[src/rtl/timer_pkg.sv]
// Shared encodings and defaults for the microwave cook-timer sequencer.
// State codes are also the values shown on the state_out display/debug port.
package timer_pkg;

   typedef enum logic [2:0] {
      IDLE  = 3'd0,
      LOAD  = 3'd1,
      RUN   = 3'd2,
      PAUSE = 3'd3,
      DONE  = 3'd4
   } state_t;

   localparam int TIME_W          = 16;
   localparam int DEF_TICK_DIV    = 50000000;
   localparam int DEF_BEEP_CYCLES = 100000000;

   // Bits needed to count 0..n-1, never less than one bit.
   function automatic int cnt_width(input int n);
      return (n <= 2) ? 1 : $clog2(n);
   endfunction

endpackage

[src/rtl/microwave_timer_ctrl_if.sv]
// Control bus between the cook sequencer (master) and the BCD MM:SS digit chain (slave).
// Strobes are plain levels sampled by the chain on each rising clk: load and clear are
// one-cycle pulses, stop=0 for one cycle means "decrement now"; all_zero is combinational.
interface microwave_timer_ctrl_if;

   logic counter_load;
   logic counter_clear;
   logic counter_stop;
   logic all_zero;

   modport master (
      output counter_load,
      output counter_clear,
      output counter_stop,
      input  all_zero
   );

   modport slave (
      input  counter_load,
      input  counter_clear,
      input  counter_stop,
      output all_zero
   );

endinterface

[src/rtl/tick_prescaler.sv]
// Divides clk down to a one-cycle tick every TICK_DIV enabled cycles.
// The count freezes while disabled, so a paused partial second is kept.
module tick_prescaler
   import timer_pkg::*;
#(
   parameter int TICK_DIV = DEF_TICK_DIV
) (
   input  logic clk,
   input  logic rst_n,
   input  logic i_en,
   input  logic i_clr,
   output logic o_tick
);

   localparam int            CW   = cnt_width(TICK_DIV);
   localparam logic [CW-1:0] LAST = CW'(TICK_DIV - 1);
   localparam logic [CW-1:0] PRE  = CW'(TICK_DIV - 2);

   logic [CW-1:0] r_cnt;
   logic          r_tick;

   // The tick flop is loaded one cycle early so it is high while the count sits at LAST.
   always_ff @(posedge clk or negedge rst_n) begin
      if (!rst_n) begin
         r_cnt  <= '0;
         r_tick <= 1'b0;
      end else if (i_clr) begin
         r_cnt  <= '0;
         r_tick <= 1'b0;
      end else if (i_en) begin
         r_cnt  <= (r_cnt == LAST) ? '0 : r_cnt + 1'b1;
         r_tick <= (r_cnt == PRE);
      end else begin
         r_tick <= 1'b0;
      end
   end

   assign o_tick = r_tick;

endmodule

[src/rtl/microwave_timer_ctrl.sv]
// Cook-timer sequencer: loads the keypad time into the digit chain, gates one decrement
// per second while running, drives the magnetron and the end-of-cook beep window.
module microwave_timer_ctrl
   import timer_pkg::*;
#(
   parameter int TICK_DIV    = DEF_TICK_DIV,
   parameter int BEEP_CYCLES = DEF_BEEP_CYCLES
) (
   input  logic                  clk,
   input  logic                  rst_n,
   input  logic                  start,
   input  logic                  pause,
   input  logic                  clear_btn,
   input  logic                  door_closed,
   input  logic [TIME_W-1:0]     time_in,
   microwave_timer_ctrl_if.master chain,
   output logic                  magnetron_on,
   output logic                  beep,
   output logic [2:0]            state_out
);

   localparam int            BW        = cnt_width(BEEP_CYCLES);
   localparam logic [BW-1:0] BEEP_LAST = BW'(BEEP_CYCLES - 1);

   state_t        r_state;
   state_t        w_next;
   logic [BW-1:0] r_beep_cnt;
   logic          r_load;
   logic          r_clear;
   logic          r_beep;
   logic          w_go;
   logic          w_presc_en;
   logic          w_presc_clr;
   logic          w_tick;

   assign w_go = start & door_closed & (time_in != '0);

   always_comb begin
      w_next      = r_state;
      w_presc_en  = 1'b0;
      w_presc_clr = 1'b0;
      if (clear_btn) begin
         w_next = IDLE;
      end else begin
         case (r_state)
            IDLE:  if (w_go) w_next = LOAD;
            LOAD: begin
               w_next      = RUN;
               w_presc_clr = 1'b1;
            end
            // An empty chain ends the cook even if pause or the door want attention.
            RUN: begin
               if (chain.all_zero)            w_next = DONE;
               else if (pause | ~door_closed) w_next = PAUSE;
               else                           w_presc_en = 1'b1;
            end
            PAUSE: if (start & door_closed & ~pause) w_next = RUN;
            DONE:  if (r_beep_cnt == BEEP_LAST)      w_next = IDLE;
            default: w_next = IDLE;
         endcase
      end
   end

   always_ff @(posedge clk or negedge rst_n) begin
      if (!rst_n) begin
         r_state    <= IDLE;
         r_beep_cnt <= '0;
         r_load     <= 1'b0;
         r_clear    <= 1'b0;
         r_beep     <= 1'b0;
      end else begin
         r_state    <= w_next;
         r_load     <= (w_next == LOAD);
         r_clear    <= clear_btn;
         r_beep     <= (w_next == DONE);
         r_beep_cnt <= ((r_state == DONE) && (w_next == DONE)) ? r_beep_cnt + 1'b1 : '0;
      end
   end

   // Ticks only come from enabled RUN cycles, and RUN is left as soon as the chain is
   // empty, so the chain is never asked to decrement past 00:00.
   tick_prescaler #(
      .TICK_DIV (TICK_DIV)
   ) u_presc (
      .clk    (clk),
      .rst_n  (rst_n),
      .i_en   (w_presc_en),
      .i_clr  (w_presc_clr),
      .o_tick (w_tick)
   );

   assign chain.counter_load  = r_load;
   assign chain.counter_clear = r_clear;
   assign chain.counter_stop  = ~w_tick;
   assign beep                = r_beep;
   assign state_out           = r_state;
   assign magnetron_on        = (r_state == RUN) & door_closed;

endmodule

[src/flat_wrapper.sv]
// flat-port wrapper written by rule: the top's interface ports become plain ports
module microwave_timer_ctrl_flat import timer_pkg::*;
#(
   parameter int TICK_DIV    = DEF_TICK_DIV,
   parameter int BEEP_CYCLES = DEF_BEEP_CYCLES
)
  (clk, rst_n, start, pause, clear_btn, door_closed, time_in, magnetron_on, beep, state_out, chain_counter_load, chain_counter_clear, chain_counter_stop, chain_all_zero);
  microwave_timer_ctrl_if chain_i ();
  input  logic clk;
  input  logic rst_n;
  input  logic start;
  input  logic pause;
  input  logic clear_btn;
  input  logic door_closed;
  input  logic [TIME_W-1:0] time_in;
  output logic magnetron_on;
  output logic beep;
  output logic [2:0] state_out;
  output wire logic [$bits(chain_i.counter_load)-1:0] chain_counter_load;
  output wire logic [$bits(chain_i.counter_clear)-1:0] chain_counter_clear;
  output wire logic [$bits(chain_i.counter_stop)-1:0] chain_counter_stop;
  input wire logic [$bits(chain_i.all_zero)-1:0] chain_all_zero;
  assign chain_counter_load = chain_i.counter_load;
  assign chain_counter_clear = chain_i.counter_clear;
  assign chain_counter_stop = chain_i.counter_stop;
  assign chain_i.all_zero = chain_all_zero;
  microwave_timer_ctrl #(.TICK_DIV(TICK_DIV), .BEEP_CYCLES(BEEP_CYCLES)) u_core (.clk(clk), .rst_n(rst_n), .start(start), .pause(pause), .clear_btn(clear_btn), .door_closed(door_closed), .time_in(time_in), .chain(chain_i), .magnetron_on(magnetron_on), .beep(beep), .state_out(state_out));
endmodule
[config.mk]
export PLATFORM = sky130hd
export DESIGN_NAME = microwave_timer_ctrl_flat
export DESIGN_NICKNAME = d
export VERILOG_FILES = /design/src/rtl/timer_pkg.sv /design/src/rtl/microwave_timer_ctrl_if.sv /design/src/rtl/tick_prescaler.sv /design/src/rtl/microwave_timer_ctrl.sv /design/src/flat_wrapper.sv
export SDC_FILE = /design/constraint.sdc
export NUM_CORES = 1
export LEC_CHECK = 0
export ABC_AREA = 1
export CAP_MARGIN = 20
export CELL_PAD_IN_SITES_DETAIL_PLACEMENT = 1
export CELL_PAD_IN_SITES_GLOBAL_PLACEMENT = 1
export CORE_UTILIZATION = 38
export DETAILED_ROUTE_END_ITERATION = 10
export GPL_ROUTABILITY_DRIVEN = 1
export PLACE_DENSITY_LB_ADDON = 0.25
export SLEW_MARGIN = 20
export SYNTH_ARGS = -nofsm -noshare
export SYNTH_HDL_FRONTEND = slang
export SYNTH_HIERARCHICAL = 1
export SYNTH_SLANG_ARGS = --single-unit
export TNS_END_PERCENT = 10
[constraint.sdc]
create_clock -name clk -period 1.7 [get_ports clk]
set_input_delay 0.17 -clock clk [delete_from_list [all_inputs] [get_ports clk]]
set_output_delay 0.17 -clock clk [all_outputs]
set_load 0.02 [all_outputs]
==> results of run 1 <==
## layout make-up
class | count | area share, %
clock buffers | 9 | 2.61
clock inverters | 7 | 1.61
inverters | 65 | 5.30
multi-input cells | 383 | 42.5
flip-flops and latches | 60 | 31.7
well taps | 129 | 3.40
repair buffers | 64 | 12.9
## state kept, by name (all words and copies together) (netlist names)
| register | flops |
|---|---|
| u_core/beep | 1 |
| u_core/chain.counter_load | 1 |
| u_core/state_out | 3 |
| u_core/r_beep_cnt | 27 |
| u_core/u_presc/o_tick | 1 |
| u_core/chain.counter_clear | 1 |
| u_core/u_presc/r_cnt | 26 |
## worst max-delay path, cell delays in order
cell and delay (ns):
clkdlybuf4s50_1 0.42, or2_4 0.25, nor4_4 0.34, buf_4 0.18, inv_1 0.06, nor2_4 0.15, nand4_1 0.13, nor4_2 0.25
## where the power goes
| group | internal [mW] | leakage [nW] | switching [mW] |
|---|---|---|---|
| clock | 0.684 | 0.0958 | 0.637 |
| sequential | 1.47 | 0.813 | 0.0471 |
| combinational | 0.138 | 1.13 | 0.174 |
| total | 2.29 | 2.04 | 0.858 |
## final timing paths
path	from	slack, ns	to
worst max register to register	u_core/state_out[1]$_DFF_PN0_	0.03	u_core/u_presc/r_cnt[9]$_DFFE_PN0P_
worst max-delay path	pause	0.0008	u_core/u_presc/o_tick$_DFF_PN0_
worst min-delay path	rst_n	0.38	u_core/r_beep_cnt[17]$_DFF_PN0_
worst min register to register	u_core/r_beep_cnt[0]$_DFF_PN0_	0.56	u_core/r_beep_cnt[0]$_DFF_PN0_
min in group clk	door_closed	0.49	u_core/state_out[0]$_DFF_PN0_
max in group asynchronous	rst_n	1.04	u_core/state_out[1]$_DFF_PN0_
## cells in the final DEF (no fill, tap or decap), types with 9 or more instances in the layout
cell / count
dfrtp_1: 57
nor2_2: 24
buf_4: 28
nor2_1: 92
a21oi_1: 11
xor2_1: 19
clkbuf_8: 9
clkdlybuf4s50_1: 27
nand3_1: 34
nand2_2: 10
nand2_1: 123
nand4_1: 17
inv_1: 60
nor3_1: 9
## logic make-up (layout without fill, tap and decap cells)
family                     Yosys count  in the layout
AOI/OAI and AO/OA                   22             22
xor gates and xnor gates            28             28
adders and majority gates            3              3
buffers and inverters               70            145
DFF                                 60             60
and+or+nand+nor                    330            330
## per-stage QoR
stage / utilization (%) / instances / hold slack, ns / instance area (um2)
after floorplan: - / 513 / -0.126 / 3760
after global placement: 47.1 / 695 / 0.210 / 4390
after detailed placement: 47.1 / 695 / 0.211 / 4390
after CTS: 49.8 / 712 / 0.370 / 4650
after global routing: 50.9 / 717 / 0.402 / 4750
final: 50.9 / 717 / 0.375 / 4750
## what timing repair did
item / 4_1_cts / 5_1_grt
pin swaps: 7 / 5
gates cloned: 0 / 2
hold buffers: 1 / 0
buffers inserted: 0 / 3
hold endpoints to repair: 60 / 0
gates resized for setup: 14 / 14
endpoints found under the setup margin: 26 / 45
## per-layer routing
layer,wire (um),share of wire (%),global-route usage (%)
met2,5140,48,37.4
met3,431,4.0,3.74
met4,143,1.3,8.47
met1,4950,46,30.2
met5,0,0,0
## synthesized netlist by cell type
cell,n,area share (%)
nor4_1,3,0.51
o21ai_0,5,0.68
inv_2,1,0.10
a21oi_1,11,1.5
inv_1,63,6.4
nor3_1,9,1.2
o31ai_1,1,0.20
xnor2_1,8,1.9
dfrtp_1,60,41
nand3_1,36,4.9
nand3b_1,1,0.20
nand3_4,1,0.47
nor3b_1,1,0.20
nor2_4,5,1.5
nand4_1,17,2.9
inv_4,1,0.17
nand2_2,7,1.2
buf_2,1,0.14
o21bai_1,3,0.61
nand2_4,4,1.2
xor2_1,20,4.7
nor2_1,103,10
clkbuf_1,1,0.10
nor2_2,16,2.7
ha_1,3,1.0
a211oi_1,1,0.20
buf_6,2,0.61
buf_12,1,0.54
a31oi_1,1,0.17
nand2_1,126,13
or2_2,1,0.17
==> results.json, run 1 <==
{
  "required_ns": 1.94,
  "drt-pass1-iter-count": 4,
  "fin_nets": 609,
  "cts_sinks": 60,
  "nFillCells": 1170,
  "dpl.hpwl_mm": 7.87,
  "synth_seq_cells": 60,
  "clockBufferDepth": 2,
  "synth_fp_nets": 539,
  "drc": 0,
  "cap_violations": 0,
  "register_area_um2": 1510,
  "core_area_um2": 9330,
  "synth.cell_area_um2": 3700,
  "io_pins": 31,
  "skew_ns": 0.00884,
  "yosys-mux-area-fraction_pct": 0,
  "max_slew.worst_pin.slew_ns": 0.403,
  "critPathKind": "primary input to flop",
  "wl_per_cell_um": 14.9,
  "worstRegToRegCells": 8,
  "vias": 3581,
  "power_density_nw_per_um2": 663,
  "post-place-ws_ns": -0.411,
  "ant_nets": 0,
  "fin_crit_sh_pct": 100,
  "synth_top_family_by_area": "simple AND/OR/NAND/NOR gates",
  "endpoint_kind": "flop",
  "die_w_um": 101,
  "synth-simple-area-share_pct": 40.4,
  "htree_num_levels": 3,
  "multi_input_area_um2": 2020,
  "setup_violations": 0,
  "cts_tree": "yes",
  "drt-total-wl_mm": 10.7,
  "post_synth_num_cell_types": 31,
  "ys_warn_count": 6,
  "setup_ws_ns": 0.000812,
  "path_clk_slew_ns": 0.08,
  "gp_congestion": 0.828,
  "hp-class": "primary input to async pin",
  "io_buffers": 30,
  "die-area_um2": 10100,
  "startpoint_type": "primary input",
  "rsz0062_at_grt": "yes",
  "antennaDiodeCount": 0,
  "post-route-min-period_ns": 1.70,
  "fmax_mhz": 589,
  "grt_max_degree": 61,
  "grt_pass1_vias": 3810,
  "drive_gt1_share_pct": 19.7,
  "crit_fanout": 3,
  "clk_latency_ns": 0.34,
  "p_leak_nw": 2.04,
  "viasPerCell": 4.99,
  "syn_to_final_growth_pct": 28.3,
  "status": "finished clean",
  "cp.arrival_ns": 1.94,
  "grt_usage_pct": 22.8,
  "finalPower_mw": 3.15,
  "ys_seq_area_share_pct": 40.6,
  "synth_compound_area_share_pct": 3.35,
  "drt_iter0_drc": 125,
  "slew_viol_final": 0,
  "synthAdderAreaFrac_pct": 1.01,
  "antenna_found_initial": 0,
  "cts-root-buf": "clkbuf_8",
  "grt_pass1_wl_mm": 17.9,
  "avgSynthCellArea_um2": 7.21,
  "syn_inst": 513,
  "vdd_drop_max_mv": 0.337,
  "setup-tns-final_ns": 0,
  "cts_made_buffers": 9,
  "max_slew_margin_pct": 72.9,
  "final-hold-violation-count": 0,
  "grt_overflow": 0,
  "die_h_um": 101,
  "synth-xor-area-share_pct": 6.63,
  "fp-row-count": 35,
  "start_util_pct": 39.7
}
Note: power is estimated with default switching activity, not from simulation.
==> run 2: changes to the inputs <==
--- a/config.mk
+++ b/config.mk
@@ -7,9 +7,7 @@
 export LEC_CHECK = 0
 export ABC_AREA = 1
 export CAP_MARGIN = 20
-export CELL_PAD_IN_SITES_DETAIL_PLACEMENT = 1
-export CELL_PAD_IN_SITES_GLOBAL_PLACEMENT = 1
-export CORE_UTILIZATION = 38
+export CORE_UTILIZATION = 45
 export DETAILED_ROUTE_END_ITERATION = 10
 export GPL_ROUTABILITY_DRIVEN = 1
 export PLACE_DENSITY_LB_ADDON = 0.25
==> run 2 against run 1 <==
Compared with the run above:
- via count down 1.0%
- setup slack better by 0.045 ns
- sequential cell count is the same
- largest cell class unchanged
==> results.json, run 2 (synthesized netlist as in run 1, its figures left out) <==
{
  "drt-pass1-iter-count": 5,
  "start_util_pct": 47.1,
  "power_density_nw_per_um2": 658,
  "drive_gt1_share_pct": 20.3,
  "io_buffers": 30,
  "drt_iter0_drc": 223,
  "cts_tree": "yes",
  "grt_pass1_vias": 3416,
  "ant_nets": 0,
  "io_pins": 31,
  "crit_top_cell": "nor2_2",
  "largest_reg_flops": 27,
  "cts_made_buffers": 9,
  "max_slew.worst_pin.slew_ns": 0.459,
  "dpl_cell_area_um2": 4410,
  "die-area_um2": 8590,
  "vias": 3544,
  "startpoint_type": "flop",
  "drc": 0,
  "path_clk_slew_ns": 0.07,
  "gp_congestion": 0.883,
  "slew_viol_final": 0,
  "crit_fanout": 6,
  "setup-tns-final_ns": 0,
  "place_inst": 673,
  "clockBufferDepth": 2,
  "dpl.hpwl_mm": 6.71,
  "core_area_um2": 7850,
  "grt_overflow": 0,
  "final-hold-violation-count": 0,
  "layout.cells.non_filler": 698,
  "required_ns": 1.93,
  "setup_ws_ns": 0.0461,
  "max_slew_margin_pct": 69.2,
  "fin_nets": 617,
  "timing.hold.ws_ns": 0.230,
  "antenna_found_initial": 0,
  "grt_max_degree": 42,
  "grt_pass1_wl_mm": 15.5,
  "cts_sinks": 60,
  "hp-class": "primary input to async pin",
  "rsz0062_at_grt": "yes",
  "largest_register": "u_core/r_beep_cnt",
  "mostFrequentLayoutCells": "nand2_1 (122), nor2_1 (95), inv_1 (60), dfrtp_1 (57), nand3_1 (34)",
  "antennaDiodeCount": 0,
  "cp_slowest_cell": "dfrtp_2",
  "skew_ns": 0.00902,
  "die_w_um": 92.7,
  "endpoint_kind": "flop",
  "wl_per_cell_um": 13.4,
  "startpoint": "u_core/state_out[1]$_DFF_PN0_",
  "grt_usage_pct": 23.2,
  "vdd_drop_max_mv": 0.465,
  "cts-root-buf": "clkbuf_8",
  "viasPerCell": 5.08,
  "post-place-ws_ns": -0.415,
  "clk_latency_ns": 0.34,
  "die_h_um": 92.7,
  "fin_crit_sh_pct": 97.3,
  "cap_violations": 0,
  "cp.arrival_ns": 1.88,
  "r2r-start": "u_core/state_out[1]$_DFF_PN0_",
  "post-route-min-period_ns": 1.65,
  "p_leak_nw": 2.14,
  "fmax_mhz": 605,
  "worstRegToRegCells": 9,
  "drt-total-wl_mm": 9.36,
  "critPathKind": "flop to flop",
  "crit_chain": "nor4_4 > buf_4 > nor2_2 > inv_2 > nand3_4 > nor2_4 > nand2_2 > xor2_1 > nor2_2",
  "fp-row-count": 32,
  "cpPeakStageDelay_ns": 0.45,
  "syn_to_final_growth_pct": 30.1,
  "final_common_cell": "nand2_1",
  "htree_num_levels": 3,
  "status": "finished clean",
  "fin_area_um2": 4810,
  "setup_violations": 0
}
## run 2: cell types whose count changed in the layout (fill, tap and decap cells not counted), moves of 2 or more
cell             delta
buf_4               +5
clkbuf_8            +2
clkdlybuf4s50_1     -2
clkinv_2            +3
clkinv_4            -2
clkinvlp_4          -2
dlymetal6s2s_1      +3
nor2_1              +3
nor2_2              -5
nor2_4              +2
## run 2: routing by layer
layer | wire length, um | share of wire [%] | global-route usage [%] | vias to the layer above
li1 | - | - | - | 1758
met1 | 4350 | 47 | 30.9 | 1672
met2 | 4470 | 48 | 37.7 | 101
met3 | 409 | 4.4 | 4.84 | 13
met4 | 130 | 1.4 | 7.69 | 0
met5 | 0 | 0 | 0 | -
## run 2: path summary, 6_finish.rpt
| path | to | slack [ns] |
|---|---|---|
| max | u_core/u_presc/r_cnt[10]$_DFFE_PN0P_ | 0.05 |
| min | u_core/u_presc/r_cnt[3]$_DFFE_PN0P_ | 0.23 |
| max reg2reg | u_core/u_presc/r_cnt[10]$_DFFE_PN0P_ | 0.05 |
| min reg2reg | u_core/r_beep_cnt[0]$_DFF_PN0_ | 0.55 |
| max in group asynchronous | u_core/r_beep_cnt[19]$_DFF_PN0_ | 0.96 |
| min in group clk | u_core/chain.counter_load$_DFF_PN0_ | 0.38 |
## run 2: critical path: cells and delay by family (launching register included)
family	cells	cell delay, ns
and+or+nand+nor	6	0.64
DFF	1	0.45
buffers and inverters	2	0.31
xor gates and xnor gates	1	0.15
## run 2: per-stage QoR
stage / util [%] / total power [mW]
floorplan: - / 1.67
global placement: 56.2 / 1.84
detailed placement: 56.2 / 1.84
CTS: 59.0 / 3.18
global route: 61.3 / 3.30
finish: 61.3 / 3.16
## run 2: final cells by class
class | instances | area, um2
flip-flops and latches | 60 | 1510
inverters | 65 | 254
well taps | 102 | 128
clock inverters | 5 | 50.0
fillers | 746 | 3040
clock buffers | 11 | 151
multi-input cells | 383 | 2030
repair buffers | 72 | 693
## run 2: where the power goes
| part | switching (mW) | total [mW] | internal [mW] |
|---|---|---|---|
| registers | 0.0467 | 1.52 | 1.47 |
| logic | 0.166 | 0.311 | 0.146 |
| clock network | 0.589 | 1.34 | 0.747 |
## run 2: repair_timing
item | CTS | global route
buffers inserted | 0 | 4
endpoints found under the setup margin | 23 | 53
resized for setup | 6 | 26
hold endpoints to repair | 8 | 0
hold buffers | 1 | 0
pin swaps | 2 | 13
cloned | 0 | 4
==> run 3: changes to the inputs <==
--- a/config.mk
+++ b/config.mk
@@ -7,10 +7,12 @@
 export LEC_CHECK = 0
 export ABC_AREA = 1
 export CAP_MARGIN = 20
+export CORE_MARGIN = 5
 export CORE_UTILIZATION = 45
 export DETAILED_ROUTE_END_ITERATION = 10
 export GPL_ROUTABILITY_DRIVEN = 1
 export PLACE_DENSITY_LB_ADDON = 0.25
+export SKIP_LAST_GASP = 1
 export SLEW_MARGIN = 20
 export SYNTH_ARGS = -nofsm -noshare
 export SYNTH_HDL_FRONTEND = slang
==> constraint.sdc (replaced) <==
create_clock -name clk -period 2 [get_ports clk]
set_input_delay 0.2 -clock clk [delete_from_list [all_inputs] [get_ports clk]]
set_output_delay 0.2 -clock clk [all_outputs]
set_load 0.02 [all_outputs]
==> run 3 against run 2 <==
Compared with the run above:
- hold slack gained 0.17 ns
- wire length shrank 10%
- count of clock-buffer cells in the layout is the same
- maximum frequency shrank 8.1%
- clock skew grew 0.00063 ns
- core utilization shrank 6.5 points
- critical path type unchanged
- critical endpoint is now u_core/r_beep_cnt[5]$_DFF_PN0_
- largest cell class unchanged
==> results.json, run 3 (synthesized netlist as in run 1, its figures left out) <==
{
  "core_area_um2": 8090,
  "clk_latency_ns": 0.34,
  "slew_viol_final": 0,
  "fmax_mhz": 556,
  "grt_usage_pct": 17.7,
  "drt-pass1-iter-count": 4,
  "cts-root-buf": "clkbuf_8",
  "drt_iter0_drc": 211,
  "critPathKind": "flop to flop",
  "antenna_found_initial": 0,
  "post-route-min-period_ns": 1.80,
  "vias": 3302,
  "die-area_um2": 10100,
  "status": "finished clean",
  "hp-class": "primary input to async pin",
  "vdd_drop_max_mv": 0.253,
  "viasPerCell": 4.93,
  "fin_crit_sh_pct": 89.9,
  "fin_nets": 587,
  "mostFrequentLayoutCells": "nand2_1 (126), nor2_1 (101), inv_1 (63), dfrtp_1 (60), nand3_1 (35)",
  "io_pins": 31,
  "grt_pass1_vias": 3156,
  "max_slew_margin_pct": 69.9,
  "grt_max_degree": 61,
  "io_buffers": 30,
  "finalPower_mw": 2.77,
  "largest_reg_flops": 27,
  "startpoint_type": "flop",
  "required_ns": 2.21,
  "ant_nets": 0,
  "nFillCells": 774,
  "fin_area_um2": 4440,
  "regToRegSetupSlack_ns": 0.20,
  "grt_pass1_wl_mm": 14.4,
  "final-hold-violation-count": 0,
  "drive_gt1_share_pct": 12.0,
  "max_slew.worst_pin.slew_ns": 0.448,
  "htree_num_levels": 3,
  "cap_violations": 0,
  "dpl_cell_area_um2": 4180,
  "gp_congestion": 0.885,
  "die_w_um": 101,
  "wl_per_cell_um": 12.5,
  "endpoint_kind": "flop",
  "setup_violations": 0,
  "power_density_nw_per_um2": 624,
  "startpoint": "u_core/r_beep_cnt[0]$_DFF_PN0_",
  "start_util_pct": 45.7,
  "syn_to_final_growth_pct": 20.0,
  "drc": 0,
  "dpl.hpwl_mm": 6.31,
  "worstRegToRegCells": 10,
  "register_area_um2": 1500,
  "cts_sinks": 60,
  "multi_input_area_um2": 1930,
  "skew_ns": 0.00965,
  "p_leak_nw": 1.94,
  "path_clk_slew_ns": 0.07,
  "rr_endpoint": "u_core/r_beep_cnt[5]$_DFF_PN0_",
  "timing.hold.ws_ns": 0.398,
  "cts_made_buffers": 9,
  "clockBufferDepth": 2,
  "rsz0062_at_grt": "yes",
  "crit_fanout": 27,
  "die_h_um": 101,
  "grt_overflow": 0,
  "drt-total-wl_mm": 8.38,
  "largest_register": "u_core/r_beep_cnt",
  "r2r-start": "u_core/r_beep_cnt[0]$_DFF_PN0_",
  "final_common_cell": "nand2_1",
  "antennaDiodeCount": 0,
  "cp.arrival_ns": 2.01,
  "fp-row-count": 33,
  "cts_tree": "yes"
}
==> run 3: changes by cell type in the layout (fill, tap and decap cells not counted), moves of 4 or more <==
cell,before,now
nor2_1,95,101
buf_4,33,10
nand2_2,11,7
nand2_1,122,126
nor2_4,10,5
==> run 3: layout make-up <==
type	instances	area share, %
clock inverter	4	1.64
timing repair buffer	42	9.08
inverter	65	5.55
sequential	60	33.8
clock buffer	11	3.41
tap	105	2.96
multi-input combinational	383	43.5
==> run 3: critical path, stage by stage (launching register included) <==
cell     delay (ns)
dfrtp_1        0.41
ha_1           0.20
inv_1          0.07
nor2_4         0.19
nand2_4        0.11
nor2_1         0.11
nand2_1        0.08
nand2_2        0.08
nand2_2        0.06
nand3_4        0.25
nor2_1         0.08
==> run 3: per-layer routing <==
metal / vias to the layer above / share of wire [%] / global-route usage (%)
li1: 1694 / - / -
met1: 1518 / 49 / 24.5
met2: 80 / 44 / 27.2
met3: 10 / 5.5 / 3.74
met4: 0 / 1.3 / 6.94
met5: - / 0 / 0
==> run 3: report_power, final <==
group          total, mW  internal [mW]  switching [mW]
Clock               1.25          0.761           0.489
Combinational      0.233          0.105           0.128
Sequential          1.29           1.25          0.0367
==> run 3: repair_timing <==
| item | CTS | global route |
|---|---|---|
| hold endpoints to repair | 60 | 0 |
| buffers inserted | 0 | 0 |
| hold buffers | 1 | 0 |
| endpoints found under the setup margin | 0 | 26 |
| gates resized for setup | 0 | 6 |
==> run 3: worst max-delay path by stage <==
stage	end	slack, ns	cells after the start
2_1_floorplan	u_core/u_presc/r_cnt[9]$_DFFE_PN0P_	0.05	9
6_report	u_core/r_beep_cnt[5]$_DFF_PN0_	0.20	10
3_3_place_gp	u_core/u_presc/r_cnt[10]$_DFFE_PN0P_	-0.08	11
4_1_cts	magnetron_on	0.005	4
3_5_place_dp	u_core/u_presc/r_cnt[9]$_DFFE_PN0P_	-0.11	10
5_1_grt	u_core/r_beep_cnt[4]$_DFF_PN0_	-0.01	10
==> run 3: per-stage QoR <==
step                std cells  setup TNS, ns  util (%)  worst slack [ns]
floorplan                 513              0         -            0.0540
global placement          654         -0.472      51.6           -0.0796
detailed placement        654         -0.692      51.6            -0.108
CTS                       670              0      54.5           0.00529
global route              670        -0.0155      54.8          -0.00965
finish                    670              0      54.8             0.201
